===== src/rtl/cu_pkg.sv =====
// Shared definitions for the control unit: state encodings, control-word layout,
// select/ALU opcode constants, ARM condition codes, and the per-state control-word
// builder used by the FSM's registered output.
package cu_pkg;

    typedef enum logic [3:0] {
        S_RESET       = 4'd0,
        S_FETCH_ADDR  = 4'd1,
        S_FETCH_READ  = 4'd2,
        S_FETCH_LATCH = 4'd3,
        S_PC_INC      = 4'd4,
        S_DECODE      = 4'd5,
        S_DP_EXEC     = 4'd6,
        S_LDST_ADDR   = 4'd7,
        S_LDST_MEM    = 4'd8,
        S_LDST_WB     = 4'd9,
        S_BRANCH      = 4'd10,
        S_FAULT       = 4'd11
    } cu_state_e;

    typedef enum logic [3:0] {
        CC_EQ = 4'h0, CC_NE = 4'h1, CC_CS = 4'h2, CC_CC = 4'h3,
        CC_MI = 4'h4, CC_PL = 4'h5, CC_VS = 4'h6, CC_VC = 4'h7,
        CC_HI = 4'h8, CC_LS = 4'h9, CC_GE = 4'hA, CC_LT = 4'hB,
        CC_GT = 4'hC, CC_LE = 4'hD, CC_AL = 4'hE, CC_NV = 4'hF
    } cond_e;

    // Single-bit control positions
    localparam int CW_MFA    = 31;
    localparam int CW_RW_RAM = 30;
    localparam int CW_SALU   = 29;
    localparam int CW_RF_RW  = 28;
    localparam int CW_SSAB   = 27;
    localparam int CW_SSOP   = 26;
    localparam int CW_SMA    = 25;
    localparam int CW_STA    = 24;
    localparam int CW_MAR_EN = 23;
    localparam int CW_SR_EN  = 22;
    localparam int CW_MDR_EN = 21;
    localparam int CW_IR_EN  = 20;
    localparam int CW_SHT_EN = 19;
    localparam int CW_ISE_EN = 18;
    localparam int CW_SGN_EN = 17;
    localparam int CW_CLR    = 16;

    // 2-bit select field LSB positions, then the 4-bit ALU opcode
    localparam int DSS_LSB   = 14;
    localparam int WRA_LSB   = 12;
    localparam int SRA_LSB   = 10;
    localparam int SRB_LSB   = 8;
    localparam int SISE_LSB  = 6;
    localparam int SALUB_LSB = 4;
    localparam int ALUA_LSB  = 0;

    localparam logic [1:0] DSS_ALU     = 2'd0;
    localparam logic [1:0] DSS_MDR     = 2'd1;
    localparam logic [1:0] WRA_RD      = 2'd0;
    localparam logic [1:0] WRA_PC      = 2'd1;
    localparam logic [1:0] WRA_LR      = 2'd2;
    localparam logic [1:0] WRA_PC_LR   = 2'd3;
    localparam logic [1:0] SRA_RN      = 2'd0;
    localparam logic [1:0] SRA_PC      = 2'd1;
    localparam logic [1:0] SRB_RM      = 2'd0;
    localparam logic [1:0] SRB_RD      = 2'd1;
    localparam logic [1:0] SISE_ROT8   = 2'd0;
    localparam logic [1:0] SISE_IMM12  = 2'd1;
    localparam logic [1:0] SISE_IMM24  = 2'd2;
    localparam logic [1:0] SALUB_REG   = 2'd0;
    localparam logic [1:0] SALUB_IMM   = 2'd1;
    localparam logic [1:0] SALUB_FOUR  = 2'd2;

    localparam logic [3:0] ALU_SUB = 4'h2;
    localparam logic [3:0] ALU_ADD = 4'h4;

    // Quiescent word: active-low enables and CLR parked at 1, RAM direction on read
    localparam logic [31:0] CW_IDLE = (32'd1 << CW_RW_RAM) | (32'd1 << CW_MAR_EN) |
                                      (32'd1 << CW_SR_EN)  | (32'd1 << CW_MDR_EN) |
                                      (32'd1 << CW_IR_EN)  | (32'd1 << CW_CLR);
    localparam logic [31:0] CW_RESET = CW_IDLE & ~(32'd1 << CW_CLR);

    // Control word presented while the FSM sits in state s (ir supplies instruction fields)
    function automatic logic [31:0] cw_word(input cu_state_e s, input logic [31:0] ir);
        logic [31:0] w;
        w = CW_IDLE;
        case (s)
            S_RESET: w[CW_CLR] = 1'b0;
            S_FETCH_ADDR: begin
                w[CW_MAR_EN]       = 1'b0;
                w[CW_SMA]          = 1'b1;
                w[SRA_LSB +: 2]    = SRA_PC;
            end
            S_FETCH_READ: begin
                w[CW_MFA]          = 1'b1;
                w[CW_RW_RAM]       = 1'b1;
                w[CW_MDR_EN]       = 1'b0;
            end
            S_FETCH_LATCH: w[CW_IR_EN] = 1'b0;
            S_PC_INC: begin
                w[CW_RF_RW]        = 1'b1;
                w[WRA_LSB +: 2]    = WRA_PC;
                w[SRA_LSB +: 2]    = SRA_PC;
                w[SALUB_LSB +: 2]  = SALUB_FOUR;
                w[ALUA_LSB +: 4]   = ALU_ADD;
                w[DSS_LSB +: 2]    = DSS_ALU;
            end
            S_DP_EXEC: begin
                w[CW_RF_RW]        = 1'b1;
                w[CW_SHT_EN]       = 1'b1;
                w[CW_SR_EN]        = ~ir[20];
                w[WRA_LSB +: 2]    = WRA_RD;
                w[SRA_LSB +: 2]    = SRA_RN;
                w[SRB_LSB +: 2]    = SRB_RM;
                w[SISE_LSB +: 2]   = SISE_ROT8;
                w[SALUB_LSB +: 2]  = ir[25] ? SALUB_IMM : SALUB_REG;
                w[ALUA_LSB +: 4]   = ir[24:21];
                w[DSS_LSB +: 2]    = DSS_ALU;
            end
            S_LDST_ADDR: begin
                // Base +/- imm12 (U bit picks the direction) goes through the ALU into MAR
                w[CW_MAR_EN]       = 1'b0;
                w[CW_ISE_EN]       = 1'b1;
                w[SRA_LSB +: 2]    = SRA_RN;
                w[SISE_LSB +: 2]   = SISE_IMM12;
                w[SALUB_LSB +: 2]  = SALUB_IMM;
                w[ALUA_LSB +: 4]   = ir[23] ? ALU_ADD : ALU_SUB;
            end
            S_LDST_MEM: begin
                // Loads capture RAM data in MDR; stores drive Rd onto the store path
                w[CW_MFA]          = 1'b1;
                w[CW_RW_RAM]       = ir[20];
                w[CW_MDR_EN]       = ~ir[20];
                w[CW_STA]          = ~ir[20];
                w[SRB_LSB +: 2]    = SRB_RD;
            end
            S_LDST_WB: begin
                w[CW_RF_RW]        = ir[20];
                w[WRA_LSB +: 2]    = WRA_RD;
                w[DSS_LSB +: 2]    = DSS_MDR;
            end
            S_BRANCH: begin
                w[CW_RF_RW]        = 1'b1;
                w[CW_ISE_EN]       = 1'b1;
                w[CW_SGN_EN]       = 1'b1;
                w[CW_SHT_EN]       = 1'b1;
                w[WRA_LSB +: 2]    = ir[24] ? WRA_PC_LR : WRA_PC;
                w[SRA_LSB +: 2]    = SRA_PC;
                w[SISE_LSB +: 2]   = SISE_IMM24;
                w[SALUB_LSB +: 2]  = SALUB_IMM;
                w[ALUA_LSB +: 4]   = ALU_ADD;
                w[DSS_LSB +: 2]    = DSS_ALU;
            end
            default: w = CW_IDLE;
        endcase
        return w;
    endfunction

endpackage


===== src/rtl/cond_check.sv =====
// ARM condition-code evaluator: pass=1 when cond is satisfied by flags {N,Z,C,V}.
// Latency: purely combinational.
// Backpressure: none.
module cond_check
    import cu_pkg::*;
(
    input  logic [3:0] cond,
    input  logic [3:0] flags,
    output logic       pass
);

    logic n, z, c, v;
    assign n = flags[3];
    assign z = flags[2];
    assign c = flags[1];
    assign v = flags[0];

    // Standard ARM condition table; NV never passes
    always_comb begin
        pass = 1'b0;
        case (cond)
            CC_EQ: pass = z;
            CC_NE: pass = ~z;
            CC_CS: pass = c;
            CC_CC: pass = ~c;
            CC_MI: pass = n;
            CC_PL: pass = ~n;
            CC_VS: pass = v;
            CC_VC: pass = ~v;
            CC_HI: pass = c & ~z;
            CC_LS: pass = ~c | z;
            CC_GE: pass = (n == v);
            CC_LT: pass = (n != v);
            CC_GT: pass = ~z & (n == v);
            CC_LE: pass = z | (n != v);
            CC_AL: pass = 1'b1;
            default: pass = 1'b0;
        endcase
    end

endmodule


===== src/rtl/control_unit.sv =====
// Multi-cycle ARM-subset sequencer driving a registered Moore control word to the data path.
// Latency: CW/State/Fault update on the same edge as the state; memory waits up to MFC_TIMEOUT cycles.
// Backpressure: holds in FETCH_READ/LDST_MEM until MFC, parks in FAULT on timeout until reset.
module control_unit
    import cu_pkg::*;
#(
    parameter int MFC_TIMEOUT = 15,
    parameter int CW_W        = 32   // layout is fixed at 32 bits
) (
    input  logic            CLK,
    input  logic            CLR_N,
    input  logic [31:0]     IR_Out,
    input  logic            MFC,
    input  logic [3:0]      Flags,
    output logic [CW_W-1:0] CW,
    output logic [3:0]      State,
    output logic            Fault
);

    localparam logic [3:0] TMO_LAST = 4'(MFC_TIMEOUT - 1);

    cu_state_e   state_q, state_nxt;
    logic [3:0]  wait_cnt;
    logic [31:0] cw_q;
    logic        cond_pass;
    logic        in_wait;

    cond_check u_cond_check (
        .cond  (IR_Out[31:28]),
        .flags (Flags),
        .pass  (cond_pass)
    );

    assign in_wait = (state_q == S_FETCH_READ) || (state_q == S_LDST_MEM);
    assign CW      = cw_q;
    assign State   = state_q;

    // Next-state selection; MFC wins over the timeout on the final wait cycle
    always_comb begin
        state_nxt = S_RESET;
        case (state_q)
            S_RESET:       state_nxt = S_FETCH_ADDR;
            S_FETCH_ADDR:  state_nxt = S_FETCH_READ;
            S_FETCH_READ: begin
                if (MFC)                        state_nxt = S_FETCH_LATCH;
                else if (wait_cnt == TMO_LAST)  state_nxt = S_FAULT;
                else                            state_nxt = S_FETCH_READ;
            end
            S_FETCH_LATCH: state_nxt = S_PC_INC;
            S_PC_INC:      state_nxt = S_DECODE;
            S_DECODE: begin
                if (!cond_pass) begin
                    state_nxt = S_FETCH_ADDR;
                end else begin
                    case (IR_Out[27:25])
                        3'b000, 3'b001: state_nxt = S_DP_EXEC;
                        3'b010, 3'b011: state_nxt = S_LDST_ADDR;
                        3'b101:         state_nxt = S_BRANCH;
                        default:        state_nxt = S_FETCH_ADDR;
                    endcase
                end
            end
            S_DP_EXEC:     state_nxt = S_FETCH_ADDR;
            S_LDST_ADDR:   state_nxt = S_LDST_MEM;
            S_LDST_MEM: begin
                if (MFC)                        state_nxt = S_LDST_WB;
                else if (wait_cnt == TMO_LAST)  state_nxt = S_FAULT;
                else                            state_nxt = S_LDST_MEM;
            end
            S_LDST_WB:     state_nxt = S_FETCH_ADDR;
            S_BRANCH:      state_nxt = S_FETCH_ADDR;
            S_FAULT:       state_nxt = S_FAULT;
            default:       state_nxt = S_RESET;
        endcase
    end

    // State, wait counter, sticky fault and the control word all register together
    always_ff @(posedge CLK or negedge CLR_N) begin
        if (!CLR_N) begin
            state_q  <= S_RESET;
            wait_cnt <= '0;
            Fault    <= 1'b0;
            cw_q     <= CW_RESET;
        end else begin
            state_q  <= state_nxt;
            wait_cnt <= in_wait ? wait_cnt + 4'd1 : 4'd0;
            Fault    <= (state_nxt == S_FAULT);
            cw_q     <= cw_word(state_nxt, IR_Out);
        end
    end

endmodule


===== config.mk =====
export PLATFORM = sky130hd
export DESIGN_NAME = control_unit
export DESIGN_NICKNAME = d
export VERILOG_FILES = /design/src/rtl/cu_pkg.sv /design/src/rtl/cond_check.sv /design/src/rtl/control_unit.sv
export SDC_FILE = /design/constraint.sdc
export NUM_CORES = 1
export LEC_CHECK = 0
export CAP_MARGIN = 20
export CORE_AREA = 2 2 69 71
export CTS_CLUSTER_SIZE = 14
export DETAILED_ROUTE_END_ITERATION = 8
export DIE_AREA = 0 0 71 73
export GPL_ROUTABILITY_DRIVEN = 0
export PLACE_DENSITY = 0.76
export SKIP_CTS_REPAIR_TIMING = 1
export SYNTH_ARGS = -nofsm -noshare
export SYNTH_HDL_FRONTEND = slang
export SYNTH_SLANG_ARGS = --single-unit

===== constraint.sdc =====
create_clock -name CLK -period 2.8 [get_ports CLK]
set_input_delay 0.42 -clock CLK [delete_from_list [all_inputs] [get_ports CLK]]
set_output_delay 0.42 -clock CLK [all_outputs]
set_load 0.01 [all_outputs]

Yosys cells after proc, flatten, opt, wreduce, memory -nomap -nowiden
Index checks and enable logic that the tools add are counted.

cells by class
  reduce and logical (&&, ||, !) cells = 13
  equal/unequal tests = 42
  bitwise operators = 9
  mux-type cells = 29
  $add $sub $neg = 1

operator list
  kind                   number
  $eq A4 B4 Y1 const B   16
  $eq A4 B3 Y1 const B   11
  $pmux W4 S9            1
  $eq A4 B2 Y1 const B   6
  $pmux W6 S4            1
  $mux W4                4
  $pmux W1 S15           1
  $eq A4 B1 Y1 const B   3
  $logic_not A4 Y1       3
  $mux W1                12
  $pmux W4 S3            1
  $reduce_or A2 Y1       5
  $pmux W3 S3            1
  $pmux W2 S2            2
  $eq A3 B2 Y1 const B   2
  $mux W2                3
  $reduce_or A3 Y1       2
  $not A1 Y1             5
  $add A4 B1 Y4 const B  1
  $pmux W1 S2            2
  $reduce_or A4 Y1       1
  $eq A3 B1 Y1 const B   1
  $eq A3 B3 Y1 const B   1
  $logic_not A3 Y1       1
  other kinds (6)        8

storage, ports and cells
  output and inout port bits = 37
  flip-flop bits (word level) = 38

Logic depth before layout (Yosys ltp)
  word-level depth = 8
  depth in mapped cells = 9
  mapped depth without buffers = 8

By module
Synthesis repeated with hierarchy kept, for this count alone.

unflattened totals
  cells, all modules = 161
  area total of the unflattened synthesis = 1,707.9 um2

by module, submodules not included
  module        cells an instance  area an instance (um2)  instances
  control_unit  133                1,514.0                 1
  cond_check    28                 193.9                   1

Worst setup path after synthesis
Ideal clock, no wire load.

  kind = input -> register
  start point = in IR_Out[31]
  end point = reg cw_q[28], in the netlist CW[28]
  stages = 6
  buffers on the path = 1
  setup time = 0.126 ns
  setup slack = 0.853 ns
  arrival = 1.820 ns
  path through = buf_2 nor3b_1 o41ai_4 o311ai_4 nor2_2 a311o_1

on the way
  cells in the longest elaborated chain, start to end = 7

ends and longest elaborated chain
  element                                              line                source
  start, declared                                      control_unit.sv:12  input logic [31:0] IR_Out,
  $eq A4 B4 Y1, or another cell as far along           cond_check.sv:21    case (cond)
  $pmux W1 S15 (*)                                     cond_check.sv:21
  $mux W4 (*)                                          control_unit.sv:52  if (!cond_pass) begin
  $pmux W4 S9 (*)                                      control_unit.sv:41  case (state_q)
  $eq A4 B4 Y1 / $eq A4 B3 Y1 (equally long branches)  cu_pkg.sv:85        case (s)
  $reduce_or A3 Y1 (no line)                           n/a
  $pmux W1 S2 (*)                                      cu_pkg.sv:85
  end signal, assigned                                 control_unit.sv:88  cw_q <= cw_word(state_nxt, IR_Out);
  end, declared                                        control_unit.sv:24  logic [31:0] cw_q;

Every way passes the cells marked *; elsewhere a longest branch is shown, timed or not.

Worst setup path in the final report
  start point = in IR_Out[30]
  end point = reg cw_q[28], in the netlist CW[28]

The elaborated chain is that of the path after synthesis.

==> flow_metrics.env <==
export IMPL_grt_pass1_wl_um=5980
export IMPL_place_hpwl_um=2540
export IMPL_dpl_cell_count=261
export IMPL_drt_iter0_drc=59
export IMPL_path_clk_slew_ns=0.07
export IMPL_drv_slew=0
export IMPL_yosysUniqueCellTypes=47
export IMPL_finalSetupViolations=0
export IMPL_dieArea_um2=5180
export IMPL_worstSetupPathType="in -> reg"
export IMPL_worst_setup_path_end_kind="register"
export IMPL_synth_common_cells="29 x dfrtp_1, 14 x nor2_1, 10 x buf_4"
export IMPL_hold_class="reg -> reg"
export IMPL_layout_drive_gt1_share_pct=14.0
export IMPL_ys_top_cells_by_area="dfrtp_1 42%, dfstp_2 7.5%, buf_4 4.3%"
export IMPL_grt_use_total_pct=15.0
export IMPL_p_leak_nw=1.05
export IMPL_holdWs_ns=0.498
export IMPL_critPathSlowestCell="clkdlybuf4s50_1"
export IMPL_cts_htree_levels=2
export IMPL_grt_pass1_vias=1305
export IMPL_synth_edf_count=0
export IMPL_final_core_util_pct=52.9
export IMPL_ys_seq_area_share_pct=49.2
export IMPL_critical_path_top_delay_family="buffers and inverters"
export IMPL_port_buffers=49
export IMPL_setup_ws_ns=0.517
export IMPL_nFillCells=410
export IMPL_clock_sinks=34
export IMPL_die_h_um=73
export IMPL_num_rows=25
export IMPL_ir_worst_vdd_mv=0.308
export IMPL_cts_path_max_buffers=2
export IMPL_max_freq_ghz=0.438
export IMPL_synth_area_um2=1740
export IMPL_routedWlPerCell_um=12.6
export IMPL_worstPathRequired_ns=2.97
export IMPL_ys_warn_count=0
export IMPL_drcViolationCount=0
export IMPL_synth_avg_cell_area_um2=10.7
export IMPL_use_met2_pct=24.2
export IMPL_die_w_um=71
export IMPL_hold_viol=0
export IMPL_period_needed_ns=2.28
export IMPL_rsz0062_at_grt="false"
export IMPL_io_pins=76
export IMPL_first_pass_iters=4
export IMPL_ys_seq_elements=34
export IMPL_critical_path_max_stage_delay_ns=0.69
export IMPL_place_area_um2=2260
export IMPL_synthCells=163
export IMPL_cp_start_kind="primary input"
export IMPL_grt_max_degree=35
export IMPL_total_power_mw=2.11
export IMPL_final_nets=255
export IMPL_netlist_area_leader_share_pct=41.7
export IMPL_cts_tree="built"
export IMPL_run_status="finished clean"
export IMPL_syn2layout_area_growth_pct=37.8
export IMPL_ant_nets=0
export IMPL_initial_utilization_pct=38.4
export IMPL_cts_buffers_inserted=5
export IMPL_min_period_over_period_pct=81.5
export IMPL_finalNonFillerCells=269
export IMPL_avgViaCountPerCell=4.94
export IMPL_synth_most_common_cell="dfrtp_1"
export IMPL_maxCapViolations=0
export IMPL_antenna_found_initial=0
export IMPL_powerDensity_nw_per_um2=882
export IMPL_synth_top_area_cell="dfrtp_1"
export IMPL_worst_pin_slew_ns=0.551
export IMPL_vias=1329
export IMPL_clock_skew_ns=0.00234
export IMPL_met1_usage_pct=18.4
export IMPL_core_area_um2=4540
export IMPL_async_reset_ff_share_pct=100
export IMPL_crit_buf_inv=2
export IMPL_critical_path_arrival_ns=2.45
export IMPL_dp_slack_ns=0.225
export IMPL_setup_tns_ns=0
export IMPL_grt_ovfl_total=0
export IMPL_worstSkewPairLatency_ns=0.28
export IMPL_relSlewSlack_pct=63.0
export IMPL_root_buffer="clkbuf_8"
export IMPL_routed_wl_um=3390
export IMPL_fin_area_um2=2400
export IMPL_ys_flop_type="dfrtp_1"
export IMPL_path_max_fanout=13
export IMPL_worstPathCellList="clkdlybuf4s50_1 > xor2_1 > nand3b_1 > a31oi_2 > o41ai_2 > buf_4 > a311o_1"
export IMPL_grt_busiest_layer="met2"
export IMPL_diodes=0
export IMPL_met3_usage_pct=4.28
metal layers:
layer / wire length [um] / vias up
met5: 0 / -
met4: 77 / 0
met3: 236 / 7
met2: 1620 / 53
met1: 1460 / 616
li1: - / 653
power by group:
| group | total [mW] | internal, mW | switching, mW |
|---|---|---|---|
| Combinational | 0.848 | 0.412 | 0.436 |
| Clock | 0.554 | 0.380 | 0.175 |
| Sequential | 0.712 | 0.605 | 0.107 |
| Total | 2.11 | 1.40 | 0.718 |
placed cells by master (no fill, tap or decap), drive strengths merged, types with 2 or more instances in the layout:
cell type | Yosys | final
inv | 10 | 10
o31ai | 3 | 3
and3 | 3 | 3
a21oi | 5 | 5
nor2b | 3 | 3
o41ai | 2 | 2
bufinv | 0 | 2
o311ai | 2 | 2
dfrtp | 29 | 29
conb | 1 | 6
ha | 2 | 2
and2 | 5 | 5
nand3 | 5 | 5
buf | 15 | 5
o21ai | 8 | 8
or3 | 2 | 2
a31oi | 5 | 5
clkdlybuf4s50 | 0 | 49
clkbuf | 0 | 6
nor3 | 4 | 4
nor2 | 15 | 15
o22ai | 2 | 2
xnor2 | 2 | 2
dfstp | 5 | 5
xor2 | 4 | 4
o21bai | 2 | 2
mux2i | 5 | 5
nand2 | 7 | 7
nand2b | 3 | 3
nand3b | 3 | 3
cell type report:
cell class	instances	area [um2]	area share [%]
Clock buffer	6	82.6	3.44
Clock inverter	2	60.1	2.50
Inverter	10	37.5	1.56
Multi-Input combinational cell	109	766	31.9
Sequential cell	34	857	35.7
Tap cell	54	67.6	2.82
Timing Repair Buffer	54	528	22.0
path summary, 6_finish.rpt:
check | cells past startpoint | from | slack (ns) | to
setup / recovery | 7 | IR_Out[30] | 0.52 | CW[28]$_DFF_PN0_
hold / removal | 1 | wait_cnt[0]$_DFF_PN0_ | 0.50 | wait_cnt[0]$_DFF_PN0_
setup reg to reg | 8 | wait_cnt[0]$_DFF_PN0_ | 0.68 | CW[28]$_DFF_PN0_
hold reg to reg | 1 | wait_cnt[0]$_DFF_PN0_ | 0.50 | wait_cnt[0]$_DFF_PN0_
max in group asynchronous | 2 | CLR_N | 1.94 | CW[22]$_DFF_PN1_
min in group asynchronous | 2 | CLR_N | 0.53 | CW[1]$_DFF_PN0_
kinds of logic (layout without fill, tap and decap cells):
group / count (synthesis) / count (layout) / synth area share, %
adder cells (fa/ha/maj): 2 / 2 / 1.44
multiplexers: 5 / 5 / 2.88
AO/OA/AOI/OAI: 36 / 36 / 18.8
other: 1 / 6 / 0.215
flip-flops: 34 / 34 / 49.2
AND/OR/NAND/NOR: 54 / 54 / 16.5
buffers and inverters: 25 / 72 / 7.84
XOR/XNOR: 6 / 6 / 3.02
flip-flops by register name (all words and copies together), names as in the netlist:
| signal | flops |
|---|---|
| CW | 25 |
| wait_cnt | 4 |
| Fault | 1 |
| State | 4 |
Note: power is estimated with default switching activity, not from simulation.
==> RTL change 1, RTL diff (same flow settings) <==
The output `CW` loses its register stage (`cw_q` becomes a continuous assignment).
--- a/src/rtl/control_unit.sv
+++ b/src/rtl/control_unit.sv
@@ -81,13 +81,13 @@
             wait_cnt <= '0;
             Fault    <= 1'b0;
-            cw_q     <= CW_RESET;
         end else begin
             state_q  <= state_nxt;
             wait_cnt <= in_wait ? wait_cnt + 4'd1 : 4'd0;
             Fault    <= (state_nxt == S_FAULT);
-            cw_q     <= cw_word(state_nxt, IR_Out);
         end
     end
 
+    assign cw_q = cw_word(state_nxt, IR_Out);
+
 endmodule
 
Check against the original RTL: not equivalent (Yosys sat finds a counterexample within 4 cycles, from zero or initial values).
==> RTL change 1 against the original RTL <==
  * Sequential power decreased by 72%
  * Global-route usage decreased by 3.8 points
  * Design area decreased by 15%
  * First-iteration DRC count decreased by 22%
  * Wire length decreased by 3.1%
  * Clock power decreased by 74%
  * Combinational power increased by 46%
  * Power decreased by 25%
  * Register-to-register slack improved by 0.14 ns
  * Worst setup slack got worse by 0.49 ns
  * Area after synthesis decreased by 38%
  * Sequential cell count decreased by 25
  * Highest routed layer unchanged
==> RTL change 1: results (changes against the original RTL) <==
Final WL: 3280 microns (-3.1%)
Clock latency on the worst-skew pair: 0.22 ns (-0.06 ns)
Syn avg cell area: 8.14 sq um (-24%)
Status: complete, no violations
Final HPWL DP: 2390 microns (-6.0%)
DR vias/cell: 4.64 (-6.1%)
Cell variety after synth: 55 (+17%)
Crit-path max cell delay: 0.29 ns (-0.40 ns)
Reg2Reg Setup Slack: 0.82 ns (+0.14 ns)
R2R cell count: 8 (unchanged)
Mux contribution to synthesized area: 0.0382 (+0.00939)
Post-synthesis compound-gate area fraction: 0.254 (+0.0660)
Most frequent cells after synthesis: nor2_1 (11), buf_4 (9), dfrtp_1 (9), a21oi_1 (6), nor2b_1 (6)
Part of the power in combinational logic: 0.785 (+0.384)
Critical Path Sink: CW[28]
Number of global-route vias before repair: 1045 (-20%)
CTS HTree Levels: 1 (-1)
CTS root buffer: clkbuf_8
Pre-antenna DRT Iters: 5 (+1)
Critical path peak fanout: 4 (-9)
Worst r2r src: State[0]$_DFF_PN0_
LEAKAGE: 1.24 nW (+19%)
Min Tclk post-route: 2.77 ns (+0.491 ns)
R2r endpoint: Fault$_DFF_PN0_
XOR/XNOR Fraction of Synth Area: 0.0486 (+0.0184)
Area share of fa/ha/maj cells after synthesis: 0.0231 (+0.00874)
DR iter-0 viols: 46 (-22%)
Pwr Total: 1.58 mW (-25%)
Seq/Total Area, Yosys: 0.208 (-0.284)
GRT Total Usage: 0.112 (-0.0376)
Largest net degree at the start of global routing: 14 (-60%)
Max rail drop VDD: 707 uV (+130%)
Critical path's top delay family: compound AO/OA/AOI/OAI gates
Slowest library cell on the worst path: o41a_1
First-pass GRT wire length: 4800 microns (-20%)
Share of cells above drive strength 1: 0.332 (+0.192)
Num CTS Buffers: 3 (-2)
CTS clock-pin slew for the worst setup and hold paths: 0.04 ns (-0.03 ns)
Layout Nets: 253 (-0.78%)
Placed Instance Area: 1770 sq um (-22%)
Worst hold path class: input port to asynchronous set/reset pin
Seq pwr: 196 uW (-72%)
Worst-case clock skew: 0.000506 ns (-0.00184 ns)
Place WS: -0.613 ns (-0.838 ns)
Switching pwr: 654 uW (-8.9%)
Non-Filler Instances: 265 (-1.5%)
Critical path origin: Flags[3]
Crit path DAT: 2.35 ns (-0.10 ns)
==> RTL change 1: final cells by class <==
type / instances / area, sq um
Fill cell: 423 / 2490
Multi-Input combinational cell: 109 / 878
Timing Repair Buffer: 84 / 815
Sequential cell: 9 / 225
Tap cell: 54 / 67.6
Clock buffer: 4 / 45.0
Inverter: 5 / 18.8
==> RTL change 1: per-layer routing <==
metal,up-vias,track usage,share of wire
li1,627,-,-
met1,568,0.150,0.45
met2,31,0.185,0.50
met3,4,0.0221,0.044
met4,0,0.0314,0.013
met5,-,0,0
==> RTL change 1: worst min-delay path by stage <==
stage	endpoint	slack (ns)	depth (start not counted)
4_1_cts	wait_cnt[0]$_DFF_PN0_	0.49	1
3_5_place_dp	wait_cnt[0]$_DFF_PN0_	0.52	2
5_1_grt	wait_cnt[0]$_DFF_PN0_	0.52	1
2_1_floorplan	Fault$_DFF_PN0_	0.12	0
6_report	wait_cnt[0]$_DFF_PN0_	0.49	1
3_3_place_gp	wait_cnt[0]$_DFF_PN0_	0.52	2
==> RTL change 2, RTL diff (same flow settings) <==
Made on the original files. The package constant `SALUB_LSB` goes from 4 to 2.
--- a/src/rtl/cu_pkg.sv
+++ b/src/rtl/cu_pkg.sv
@@ -50,5 +50,5 @@
     localparam int SRB_LSB   = 8;
     localparam int SISE_LSB  = 6;
-    localparam int SALUB_LSB = 4;
+    localparam int SALUB_LSB = 2;
     localparam int ALUA_LSB  = 0;
 
Function: changed (a bounded check fails within 10 cycles, from zero or initial values).
==> RTL change 2 against the original RTL <==
  * Clock skew up 0.0055 ns
  * Wire length down 2.9%
  * Cell count up 0.74%
  * Sequential cell count down 2
  * Power down 11%
  * Synthesized cell count up 4.3%
  * Design area down 6.4%
  * Area after synthesis down 2.9%
  * Register-to-register slack better by 0.07 ns
  * Largest power group unchanged
  * Critical endpoint is now CW[30]$_DFF_PN1_
  * Global-route usage down 1.0 points
  * Worst setup slack better by 0.042 ns
  * Critical path depth up 1
==> RTL change 2: results (changes against the original RTL) <==
Status: complete, no violations
R2R cell count: 8 (unchanged)
Post-DR wirelength/cell: 12.1 microns (-3.6%)
Crit path DAT: 2.44 ns
Critical path's top delay family: compound AO/OA/AOI/OAI gates
Non-Filler Instances: 271 (+0.74%)
Max rail drop VDD: 321 uV (+4.2%)
CTS HTree Levels: 2 (unchanged)
Initial antenna violation count: 0 (unchanged)
I/O Buffers: 47 (-4.1%)
Number of global-route vias before repair: 1213 (-7.0%)
Critical path peak fanout: 11 (-2)
R2r endpoint: CW[30]$_DFF_PN1_
Syn avg cell area: 9.94 sq um (-6.9%)
Reg2Reg Setup Slack: 0.75 ns (+0.07 ns)
Share of cells above drive strength 1: 0.120 (-0.0197)
Worst-case clock skew: 0.00783 ns (+0.00549 ns)
Max FFs per register: 23 (-8.0%)
Seq/Total Area, Yosys: 0.477 (-0.0150)
Most frequent cells after synthesis: dfrtp_1 (27), nand2_1 (15), nor2_1 (15), buf_4 (10), a21oi_1 (8)
Post-synth ARST share: 1.00 (unchanged)
Largest net degree at the start of global routing: 33 (-5.7%)
Cell variety after synth: 51 (+8.5%)
Synth top area cells: dfrtp_1 (40%), dfstp_2 (7.8%), buf_4 (4.4%)
Num CTS Buffers: 5 (unchanged)
Switching pwr: 683 uW (-4.8%)
Crit-path max cell delay: 0.52 ns (-0.17 ns)
Placed Instance Area: 2150 sq um (-4.9%)
Layout Nets: 257 (+0.78%)
Final HPWL DP: 2400 microns (-5.6%)
LEAKAGE: 1.01 nW (-3.5%)
Vias: 1307 (-1.7%)
First-pass GRT wire length: 5550 microns (-7.2%)
GRT Total Usage: 0.139 (-0.0104)
DR iter-0 viols: 48 (-19%)
RTL change 2: changes by cell type after synthesis, moves of 3 or more:
cell,before,now
a21oi_1,5,8
and2_1,5,1
buf_6,0,3
inv_1,9,6
mux2i_1,5,2
nand2_1,7,15
RTL change 2: cell families (layout without fill, tap and decap cells):
family / Yosys count / count (layout) / synth area share
AO/OA/AOI/OAI: 32 / 32 / 0.143
buffers and inverters: 27 / 67 / 0.0977
adder cells (fa/ha/maj): 2 / 2 / 0.0148
XOR/XNOR: 8 / 8 / 0.0414
other: 1 / 8 / 0.00222
flip-flops: 32 / 32 / 0.477
AND/OR/NAND/NOR: 65 / 65 / 0.203
multiplexers: 3 / 3 / 0.0207
RTL change 2: worst max path at each step:
stage,from,endpoint,slack (ns),cells past startpoint
6_report,Flags[0],CW[30]$_DFF_PN1_,0.56,8
5_1_grt,IR_Out[30],CW[30]$_DFF_PN1_,0.40,8
4_1_cts,Flags[0],CW[30]$_DFF_PN1_,0.55,8
3_5_place_dp,Flags[0],CW[30]$_DFF_PN1_,0.26,8
3_3_place_gp,Flags[0],CW[30]$_DFF_PN1_,0.27,8
2_1_floorplan,IR_Out[28],CW[1]$_DFF_PN0_,0.88,8
RTL change 2: power groups by stage:
stage	combinational [mW]	clock (mW)	sequential, mW
finish	0.790	0.388	0.696
global route	0.880	0.419	0.716
CTS	0.793	0.400	0.697
detailed placement	0.790	0	0.703
global placement	0.779	0	0.700
floorplan	0.548	0	0.679
RTL change 2: cell type report:
class,instances,area (sq um)
fill,400,2290
sequential,32,807
multi-input combinational,118,744
timing repair buffer,50,493
clock buffer,8,100
tap,54,67.6
inverter,9,33.8
RTL change 2: worst reg2reg max path, cell delays in order (launching register included):
cell	delay [ns]
dfrtp_1	0.39
inv_1	0.06
ha_1	0.21
a31oi_1	0.22
a311oi_1	0.12
a21oi_1	0.20
o221a_4	0.33
inv_2	0.09
or3_1	0.35
RTL change 2: per-stage QoR:
step / utilization / total power, mW / setup WS [ns] / hold slack [ns]
floorplan: - / 1.23 / 0.875 / 0.124
global placement: 0.473 / 1.48 / 0.268 / 0.473
detailed placement: 0.473 / 1.49 / 0.262 / 0.487
CTS: 0.495 / 1.89 / 0.554 / 0.496
global route: 0.495 / 2.01 / 0.399 / 0.516
finish: 0.495 / 1.87 / 0.559 / 0.492
RTL change 2: metal layers:
| metal | wire length, microns | global-route usage |
|---|---|---|
| met1 | 1410 | 0.156 |
| met3 | 247 | 0.0470 |
| met5 | 0 | 0 |
| met4 | 78 | 0.0755 |
| met2 | 1550 | 0.235 |
